[config.mk]
export PLATFORM = sky130hd
export DESIGN_NAME = lfsr_gen
export DESIGN_NICKNAME = d
export VERILOG_FILES = /design/src/rtl/lfsr_pkg.sv /design/src/rtl/lfsr_step.sv /design/src/rtl/lfsr_gen.sv
export SDC_FILE = /design/constraint.sdc
export NUM_CORES = 1
export LEC_CHECK = 0
export CAP_MARGIN = 20
export CORE_MARGIN = 2
export CORE_UTILIZATION = 45
export DETAILED_ROUTE_END_ITERATION = 10
export GPL_ROUTABILITY_DRIVEN = 0
export PLACE_DENSITY = 0.66
export SLEW_MARGIN = 20
export SYNTH_ARGS = -nofsm -noshare
export SYNTH_HDL_FRONTEND = slang
export SYNTH_SLANG_ARGS = --single-unit
[constraint.sdc]
create_clock -name clk_in -period 4.7 [get_ports clk_in]
set_clock_uncertainty 0.1 [all_clocks]
set_input_delay 0.47 -clock clk_in [delete_from_list [all_inputs] [get_ports clk_in]]
set_output_delay 0.47 -clock clk_in [all_outputs]
set_load 0.01 [all_outputs]
[src/rtl/lfsr_pkg.sv]
// lfsr_pkg: shared types and constants for the LFSR generator.
//   fsm_state_t : controller states (IDLE / RUN / STALL)
//   lfsr_mode_t : feedback structure (Fibonacci / Galois)
//   TAPS_n      : default maximal-length tap masks for common widths
package lfsr_pkg;

   typedef enum logic [1:0] {
      IDLE  = 2'd0,
      RUN   = 2'd1,
      STALL = 2'd2
   } fsm_state_t;

   typedef enum logic {
      MODE_FIB = 1'b0,
      MODE_GAL = 1'b1
   } lfsr_mode_t;

   localparam logic [3:0]  TAPS_4  = 4'b1100;
   localparam logic [7:0]  TAPS_8  = 8'hB8;
   localparam logic [15:0] TAPS_16 = 16'hB400;
   localparam logic [31:0] TAPS_32 = 32'hA300_0000;

endpackage

[src/rtl/lfsr_step.sv]
// lfsr_step: combinational single-step of the LFSR.
//   state      : current register value
//   mode       : Fibonacci or Galois feedback
//   next_state : register value after one step
//   out_bit    : bit emitted by this step (taken before the shift)
module lfsr_step
   import lfsr_pkg::*;
#(
   parameter int unsigned          WIDTH = 16,
   parameter logic [WIDTH-1:0]     TAPS  = WIDTH'(TAPS_16)
) (
   input  logic [WIDTH-1:0] state,
   input  lfsr_mode_t       mode,
   output logic [WIDTH-1:0] next_state,
   output logic             out_bit
);

   always_comb begin
      if (mode == MODE_GAL) begin
         next_state = (state >> 1) ^ (state[0] ? TAPS : '0);
         out_bit    = state[0];
      end else begin
         next_state = {state[WIDTH-2:0], ^(state & TAPS)};
         out_bit    = state[WIDTH-1];
      end
   end

endmodule

[src/rtl/lfsr_gen.sv]
// lfsr_gen: seeded Fibonacci/Galois LFSR with packed word output,
// valid/ready back-pressure and period measurement.
//   clk_in     : clock, rising edge
//   rst_n_in   : asynchronous active-low reset
//   seed_in    : seed, sampled on load_in (zero is replaced by 1)
//   mode_in    : 0 = Fibonacci, 1 = Galois, sampled on load_in
//   load_in    : load seed/mode and restart; highest priority
//   en_in      : step enable; when low everything holds
//   ready_in   : downstream accepts data_out
//   q_out      : current LFSR state
//   data_out   : last completed word, first generated bit in the MSB
//   valid_out  : data_out holds an unconsumed word
//   wrap_out   : one-cycle pulse when the state returns to the seed
//   period_out : step count of the last completed period
module lfsr_gen
   import lfsr_pkg::*;
#(
   parameter int unsigned      WIDTH = 16,
   parameter logic [WIDTH-1:0] TAPS  = WIDTH'(TAPS_16),
   parameter int unsigned      OUT_W = 8
) (
   input  logic             clk_in,
   input  logic             rst_n_in,
   input  logic [WIDTH-1:0] seed_in,
   input  logic             mode_in,
   input  logic             load_in,
   input  logic             en_in,
   input  logic             ready_in,
   output logic [WIDTH-1:0] q_out,
   output logic [OUT_W-1:0] data_out,
   output logic             valid_out,
   output logic             wrap_out,
   output logic [WIDTH-1:0] period_out
);

   localparam int unsigned CW = (OUT_W > 1) ? $clog2(OUT_W) : 1;

   if (WIDTH < 3 || WIDTH > 32) begin : g_bad_width
      $error("lfsr_gen: WIDTH must be in 3..32");
   end
   if (TAPS[WIDTH-1] != 1'b1) begin : g_bad_taps
      $error("lfsr_gen: TAPS[WIDTH-1] must be 1");
   end
   if (OUT_W < 1 || OUT_W > WIDTH) begin : g_bad_outw
      $error("lfsr_gen: OUT_W must be in 1..WIDTH");
   end

   fsm_state_t       fsm_q, fsm_d;
   lfsr_mode_t       mode_q, mode_d;
   logic [WIDTH-1:0] lfsr_q, lfsr_d;
   logic [WIDTH-1:0] seed_q, seed_d;
   logic [WIDTH-1:0] step_cnt_q, step_cnt_d;
   logic [WIDTH-1:0] period_q, period_d;
   logic [CW-1:0]    bit_cnt_q, bit_cnt_d;
   logic [OUT_W-1:0] shreg_q, shreg_d;
   logic [OUT_W-1:0] data_q, data_d;
   logic             valid_q, valid_d;
   logic             wrap_q, wrap_d;

   logic [WIDTH-1:0] step_next;
   logic             step_bit;
   logic [WIDTH-1:0] seed_fix;
   logic [OUT_W-1:0] shifted;
   logic             do_step;
   logic             word_done;
   logic             handshake;

   lfsr_step #(
      .WIDTH (WIDTH),
      .TAPS  (TAPS)
   ) u_step (
      .state      (lfsr_q),
      .mode       (mode_q),
      .next_state (step_next),
      .out_bit    (step_bit)
   );

   assign seed_fix  = (seed_in == '0) ? WIDTH'(1) : seed_in;
   // Truncating {shreg, bit} to OUT_W bits is a left shift with the new bit in the LSB.
   assign shifted   = OUT_W'({shreg_q, step_bit});
   assign do_step   = (fsm_q == RUN) && en_in && !load_in && !(valid_q && !ready_in);
   assign word_done = do_step && (bit_cnt_q == CW'(OUT_W - 1));
   assign handshake = en_in && valid_q && ready_in;

   always_comb begin
      fsm_d      = fsm_q;
      mode_d     = mode_q;
      lfsr_d     = lfsr_q;
      seed_d     = seed_q;
      step_cnt_d = step_cnt_q;
      period_d   = period_q;
      bit_cnt_d  = bit_cnt_q;
      shreg_d    = shreg_q;
      data_d     = data_q;
      valid_d    = valid_q;
      wrap_d     = 1'b0;

      if (load_in) begin
         lfsr_d     = seed_fix;
         seed_d     = seed_fix;
         mode_d     = lfsr_mode_t'(mode_in);
         step_cnt_d = '0;
         bit_cnt_d  = '0;
         shreg_d    = '0;
         valid_d    = 1'b0;
         fsm_d      = RUN;
      end else if (en_in && fsm_q != IDLE) begin
         if (do_step) begin
            lfsr_d  = step_next;
            shreg_d = shifted;
            if (word_done) begin
               data_d    = shifted;
               bit_cnt_d = '0;
            end else begin
               bit_cnt_d = bit_cnt_q + CW'(1);
            end
            if (step_next == seed_q) begin
               wrap_d     = 1'b1;
               period_d   = step_cnt_q + WIDTH'(1);
               step_cnt_d = '0;
            end else begin
               step_cnt_d = step_cnt_q + WIDTH'(1);
            end
         end

         // A word completing on the handshake edge keeps valid high with new data.
         if (word_done) begin
            valid_d = 1'b1;
         end else if (handshake) begin
            valid_d = 1'b0;
         end

         // STALL marks a held word; leaving it costs one cycle before stepping resumes.
         fsm_d = (valid_q && !ready_in) ? STALL : RUN;
      end
   end

   always_ff @(posedge clk_in or negedge rst_n_in) begin
      if (!rst_n_in) begin
         fsm_q      <= IDLE;
         mode_q     <= MODE_FIB;
         lfsr_q     <= '0;
         seed_q     <= '0;
         step_cnt_q <= '0;
         period_q   <= '0;
         bit_cnt_q  <= '0;
         shreg_q    <= '0;
         data_q     <= '0;
         valid_q    <= 1'b0;
         wrap_q     <= 1'b0;
      end else begin
         fsm_q      <= fsm_d;
         mode_q     <= mode_d;
         lfsr_q     <= lfsr_d;
         seed_q     <= seed_d;
         step_cnt_q <= step_cnt_d;
         period_q   <= period_d;
         bit_cnt_q  <= bit_cnt_d;
         shreg_q    <= shreg_d;
         data_q     <= data_d;
         valid_q    <= valid_d;
         wrap_q     <= wrap_d;
      end
   end

   assign q_out      = lfsr_q;
   assign data_out   = data_q;
   assign valid_out  = valid_q;
   assign wrap_out   = wrap_q;
   assign period_out = period_q;

endmodule

; ---- Yosys cells after proc, flatten, opt, wreduce, memory -nomap -nowiden
; Cells that the tools add are included.
[classes]
n_addsub = 2
eq_ne = 3
n_mux = 29
bitwise = 2
n_reduce_logical = 21
[op_table]
columns = cell, n
row1 = 16-bit two-way mux, 10
row2 = 7-bit two-way mux, 3
row3 = 16-bit by 1-bit adder with 16-bit output (second input constant), 1
row4 = 16-bit equality test, 1
row5 = 16-bit logical NOT, 1
row6 = 16-bit parity, 1
row7 = 15-bit by 16-bit XOR with 16-bit output, 1
row8 = 3-bit two-way mux, 4
row9 = 1-bit two-way mux, 9
row10 = 1-bit logical AND, 8
row11 = 4-bit AND reduction, 2
row12 = 2-bit two-way mux, 3
row13 = 2-bit nonzero test, 3
row14 = 2-bit AND reduction, 2
row15 = 3-bit by 1-bit adder with 3-bit output (second input constant), 1
row16 = 3-bit equality test (second input constant), 1
row17 = 1-bit logical NOT, 3
row18 = 3-bit nonzero test, 1
row19 = 2-bit by 1-bit equality test with 1-bit output (second input constant), 1
row20 = 1-bit inverter, 1
[totals]
regBits = 87
inputBits = 22
output_inout_bits = 42
word_cells = 68

; ---- Longest topological paths before layout
[logic_depth]
ltp_word = 9
depth_mapped = 9
ltp_nobuf = 7

; ---- Modules after synthesis
; From an unflattened synthesis, not the netlist that was laid out.
[hier_totals]
hier_cells = 419
area_unflattened_um2 = 4383.0
[modules_own_cells]
columns = module, instances, cells_each, area_each_um2, seq_area_each_um2
row1 = lfsr_gen, 1, 386, 4092.7, 2177.1
row2 = lfsr_step, 1, 33, 290.3, 0.0

; ---- Least setup slack after synthesis
; No wires, ideal clock.
[synth_timing]
path_kind = register -> register
start = reg lfsr_q[0] (netlist: q_out[0])
end = reg period_q[10] (netlist: period_out[10])
setup_ns = 0.125
arrival_time_ns = 2.113
t_required_ns = 4.475
path_slack_ns = 2.362
path_stages_with_launch = 9
cell_sequence = dfrtp_1 > buf_2 > xor2_1 > xnor2_1 > o211a_1 > o2111ai_2 > nor4_4 > buf_6 > mux2_4
[synth_between]
elab_chain_len = 5
[synth_rtl]
columns = element, line_no
row1 = "start, declared", lfsr_gen.sv:50  ; logic [WIDTH-1:0] lfsr_q, lfsr_d;
row2 = "start signal, assigned", lfsr_gen.sv:154  ; lfsr_q <= lfsr_d;
row3 = 16-bit two-way mux, lfsr_step.sv:20  ; next_state = (state >> 1) ^ (state[0] ? TAPS : '0);
row4 = 15-bit by 16-bit XOR with 16-bit output, lfsr_step.sv:20
row5 = 16-bit two-way mux (*), lfsr_step.sv:19  ; if (mode == MODE_GAL) begin
row6 = 16-bit equality test (*), lfsr_gen.sv:117  ; if (step_next == seed_q) begin
row7 = 4-bit AND reduction (no line) (*), n/a
row8 = "end signal, assigned", lfsr_gen.sv:157  ; period_q <= period_d;
row9 = "end, declared", lfsr_gen.sv:53  ; logic [WIDTH-1:0] period_q, period_d;
; Mark *: on every way between the ends. The rest lies on a longest branch, timed or not.
; A chain may end at the register's enable or synchronous reset.

; ---- Worst setup path after layout
[layout_timing]
start = reg mode_q
end = reg period_q[12] (netlist: period_out[12])
[layout_between]
elab_chain_len = 3
[layout_rtl]
columns = element, line_no
row1 = "start, declared", lfsr_gen.sv:49  ; lfsr_mode_t mode_q, mode_d;
row2 = "start signal, assigned", lfsr_gen.sv:153  ; mode_q <= mode_d;
row3 = 16-bit two-way mux, lfsr_step.sv:19
row4 = 16-bit equality test, lfsr_gen.sv:117
row5 = 4-bit AND reduction (no line), n/a
; Every way passes these cells.

==> impl_metrics.py <==
metrics = {
    "outcome": {
        "status": "completed",
    },
    "run": {
        "cap_violations": 0,
    },
    "synth": {
        "synth_area_um2": 4412,
        "synth-simple-area-share": 0.1526,
        "synth_xor_area_frac": 0.1132,
        "syn_nets": 448,
        "syn_area_per_cell_um2": 10.43,
        "async_flop_share": 1.000,
        "synth_fa_ha_area_frac": 0.008508,
        "ys_seq_elements": 87,
        "yosysUniqueCellTypes": 40,
        "synth_compound_area_frac": 0.07657,
        "netlist_instances": 423,
        "synth_mux_area_frac": 0.1092,
        "synth_top_family_by_area": "simple AND/OR/NAND/NOR gates",
        "synth-edff-count": 0,
        "synthFlopType": "dfrtp_1",
        "synth_warnings": 0,
        "ys_seq_area_frac": 0.4935,
    },
    "place": {
        "portBuffers": 63,
        "dp_cells": 598,
        "hpwl_mm": 6.203,
        "placed_cell_area_um2": 5110,
    },
    "routing": {
        "num_vias": 3182,
        "drt.antenna.violating_nets": 0,
        "drc": 0,
        "drtIter0Drc": 158,
        "drt-total-wl_mm": 9.321,
        "drt-vias-per-instance": 5.182,
        "wl_per_cell_um": 15.18,
        "first_pass_iters": 4,
    },
    "power_and_ir_drop": {
        "seqPwrFrac": 0.509,
        "power_density_nw_per_um2": 312.6,
        "p_sw_uw": 475.7,
        "p_clk_frac": 0.321,
        "peakVddDrop_uv": 155.3,
        "power.leakage_uw": 0.002362,
        "p_int_uw": 1188,
        "p_comb_frac": 0.170,
        "swShare": 0.2860,
    },
    "global_route": {
        "globalRouteOverflowTotal": 0,
        "antenna_found_initial": 0,
        "grt_pass1_vias": 3253,
        "grt_max_degree": 88,
        "grt_pass1_wl_mm": 16.15,
        "grt.total_usage": 0.1952,
    },
    "clock_network": {
        "clockBufferDepth": 2,
        "cts-htree-levels": 3,
        "clock_latency_ns": 0.35,
        "cts-resized-gates": 0,
        "cts_tree": "built",
        "cts_hold_buf": 0,
        "clk_pin_slew_ns": 0.08,
        "clock_sinks": 87,
        "numCtsBuffers": 9,
        "cts_setup_buffers": 0,
        "cts_root_buf": "clkbuf_8",
    },
    "worst_setup_path": {
        "required_ns": 4.84,
        "cp_slowest_cell": "dfrtp_1",
        "timing.critical_path.to": "period_out[12]",
        "reg2reg_to": "period_out[12]",
        "worstRegToRegCells": 8,
        "start_kind": "flop",
        "slowest_delay_ns": 0.91,
        "crit_fanout": 30,
        "setup.worst_path.class": "flop to flop",
        "end_kind": "flop",
        "rrSetupSlack_ns": 1.39,
        "reg2reg_from": "mode_q",
        "worstPathArrival_ns": 3.45,
        "startpoint": "mode_q",
        "crit_chain": "buf_4, mux2i_1, xnor2_1, nor3_1, nand4_1, nor4_4, buf_4, mux2_1",
        "cpMostUsedCell": "buf_4",
    },
    "sta": {
        "min_period_ns": 3.312,
        "fmax_mhz": 301.9,
        "hold_ws_ns": 0.07344,
        "setup-tns-final_ns": 0,
        "worst_pin_slew_ns": 0.8616,
        "slew_viol_final": 0,
        "finalSetupViolations": 0,
        "final_hold_viol_count": 0,
        "rsz0062_at_grt": "false",
        "post-route-period-util": 0.7047,
        "maxSlewHeadroom": 0.4256,
    },
    "cells_and_area": {
        "fin_area_um2": 5321,
        "instances_no_fill": 614,
        "n_antenna_cell": 0,
        "multi_input_area_um2": 2029,
        "syn2layout_area_growth_pct": 20.62,
        "seqCellArea_um2": 2177,
        "postLayoutCoreUtil": 0.5521,
        "nNetsFinal": 501,
        "fillCellCount": 883,
        "drive_gt1_frac": 0.09979,
    },
    "floorplan": {
        "initial_core_util": 0.4577,
        "num_rows": 36,
        "core_um2": 9639,
        "fp.dieW_um": 103.0,
        "io_pins": 64,
        "dieArea_um2": 10610,
        "fp.dieH_um": 103.0,
    },
    "min_path": {
        "hold_class": "input port to async pin",
    },
}
==> placed cells by master (no fill, tap or decap), types with 2 or more instances in the layout <==
cell type | netlist | routed
clkdlybuf4s50_1 | 0 | 62
o21ai_0 | 21 | 21
ha_1 | 3 | 3
a21oi_1 | 5 | 5
clkinvlp_4 | 0 | 3
or2_2 | 2 | 2
buf_4 | 0 | 5
nand2b_1 | 3 | 3
nor2_1 | 19 | 19
inv_1 | 19 | 19
a211oi_1 | 4 | 4
nor4_1 | 6 | 6
nand3_1 | 8 | 8
mux2_4 | 10 | 10
clkinv_4 | 0 | 2
o211ai_1 | 13 | 13
mux2_2 | 9 | 9
xnor2_1 | 35 | 35
mux2i_1 | 16 | 16
clkbuf_8 | 0 | 10
xor2_1 | 22 | 22
dfrtp_1 | 87 | 87
and4_1 | 2 | 2
nand4_1 | 6 | 6
nand2_1 | 59 | 59
nand3b_1 | 11 | 11
nor3_1 | 20 | 20
mux2_1 | 5 | 5
==> layout make-up <==
| type | instances | area share |
|---|---|---|
| clock buffer | 10 | 0.02586 |
| clock inverter | 6 | 0.01317 |
| inverter | 19 | 0.01340 |
| multi-input combinational | 291 | 0.3814 |
| sequential | 87 | 0.4091 |
| tap | 133 | 0.03127 |
| timing repair buffer | 68 | 0.1258 |
==> flip-flops by register name, indices dropped and copies added (netlist names) <==
signal,flops
period_out,16
q_out,16
seed_q,16
step_cnt_q,16
data_out,8
shreg_q,7
bit_cnt_q,3
fsm_q,2
mode_q,1
valid_out,1
wrap_out,1
==> stage by stage <==
stage | total power [uW] | setup WS [ns]
3_3_place_gp | 1143 | 1.454
3_5_place_dp | 1146 | 1.398
2_1_floorplan | 1027 | 2.362
5_1_grt | 1760 | 1.146
4_1_cts | 1685 | 1.373
6_report | 1663 | 1.388
==> critical path: cells and delay by family (launching register included) <==
kind / cells / cell delay, ns
simple gates: 3 / 0.70
buf+inv: 2 / 0.74
flops: 1 / 0.91
xor+xnor: 1 / 0.10
mux: 2 / 0.63
==> per-layer routing <==
metal,track usage,vias to the layer above,part of all wire
li1,-,1553,-
met1,0.2790,1562,0.49
met2,0.3042,57,0.46
met3,0.03119,10,0.034
met4,0.06478,0,0.013
met5,0,-,0
==> logic make-up (layout without fill, tap and decap cells) <==
kind of cell,after synthesis,after routing
XOR/XNOR,57,57
flip-flops,87,87
AO/OA/AOI/OAI,51,51
adder cells (fa/ha/maj),3,3
buffers and inverters,45,103
multiplexers,41,41
AND/OR/NAND/NOR,139,139
==> power groups by stage <==
| stage | registers [uW] | clock network, uW | logic [uW] |
|---|---|---|---|
| after CTS | 848 | 551 | 285 |
| after global routing | 855 | 591 | 314 |
| final | 847 | 533 | 283 |
| after detailed placement | 862 | 0 | 284 |
| after floorplan | 841 | 0 | 186 |
| after global placement | 862 | 0 | 281 |
==> synth_stat cells (3+ instances only) <==
cell / instances / area, um^2
nor3_1: 20 / 100.1
nand4_1: 6 / 37.54
nand2b_1: 3 / 18.77
mux2_1: 5 / 56.30
dfrtp_1: 87 / 2177
inv_1: 19 / 71.32
a211oi_1: 4 / 30.03
a21oi_1: 5 / 25.02
nand3_1: 8 / 40.04
buf_6: 4 / 45.04
o211ai_1: 13 / 97.59
mux2_2: 9 / 101.4
mux2_4: 10 / 150.1
mux2i_1: 16 / 160.2
nand3b_1: 11 / 82.58
buf_1: 3 / 11.26
nor2_1: 19 / 71.32
ha_1: 3 / 37.54
xnor2_1: 35 / 306.5
clkbuf_1: 14 / 52.55
o21ai_0: 21 / 105.1
nor4_1: 6 / 37.54
nand2_1: 59 / 221.5
buf_2: 3 / 15.01
xor2_1: 22 / 192.7
==> worst min-delay path by stage <==
stage | end | start
6_report | period_out[2] | rst_n_in
5_1_grt | period_out[2] | rst_n_in
4_1_cts | period_out[9] | rst_n_in
3_5_place_dp | period_out[11] | period_out[11]
3_3_place_gp | period_out[12] | period_out[12]
2_1_floorplan | bit_cnt_q[0] | rst_n_in
Power figures use the tool's default switching activity.
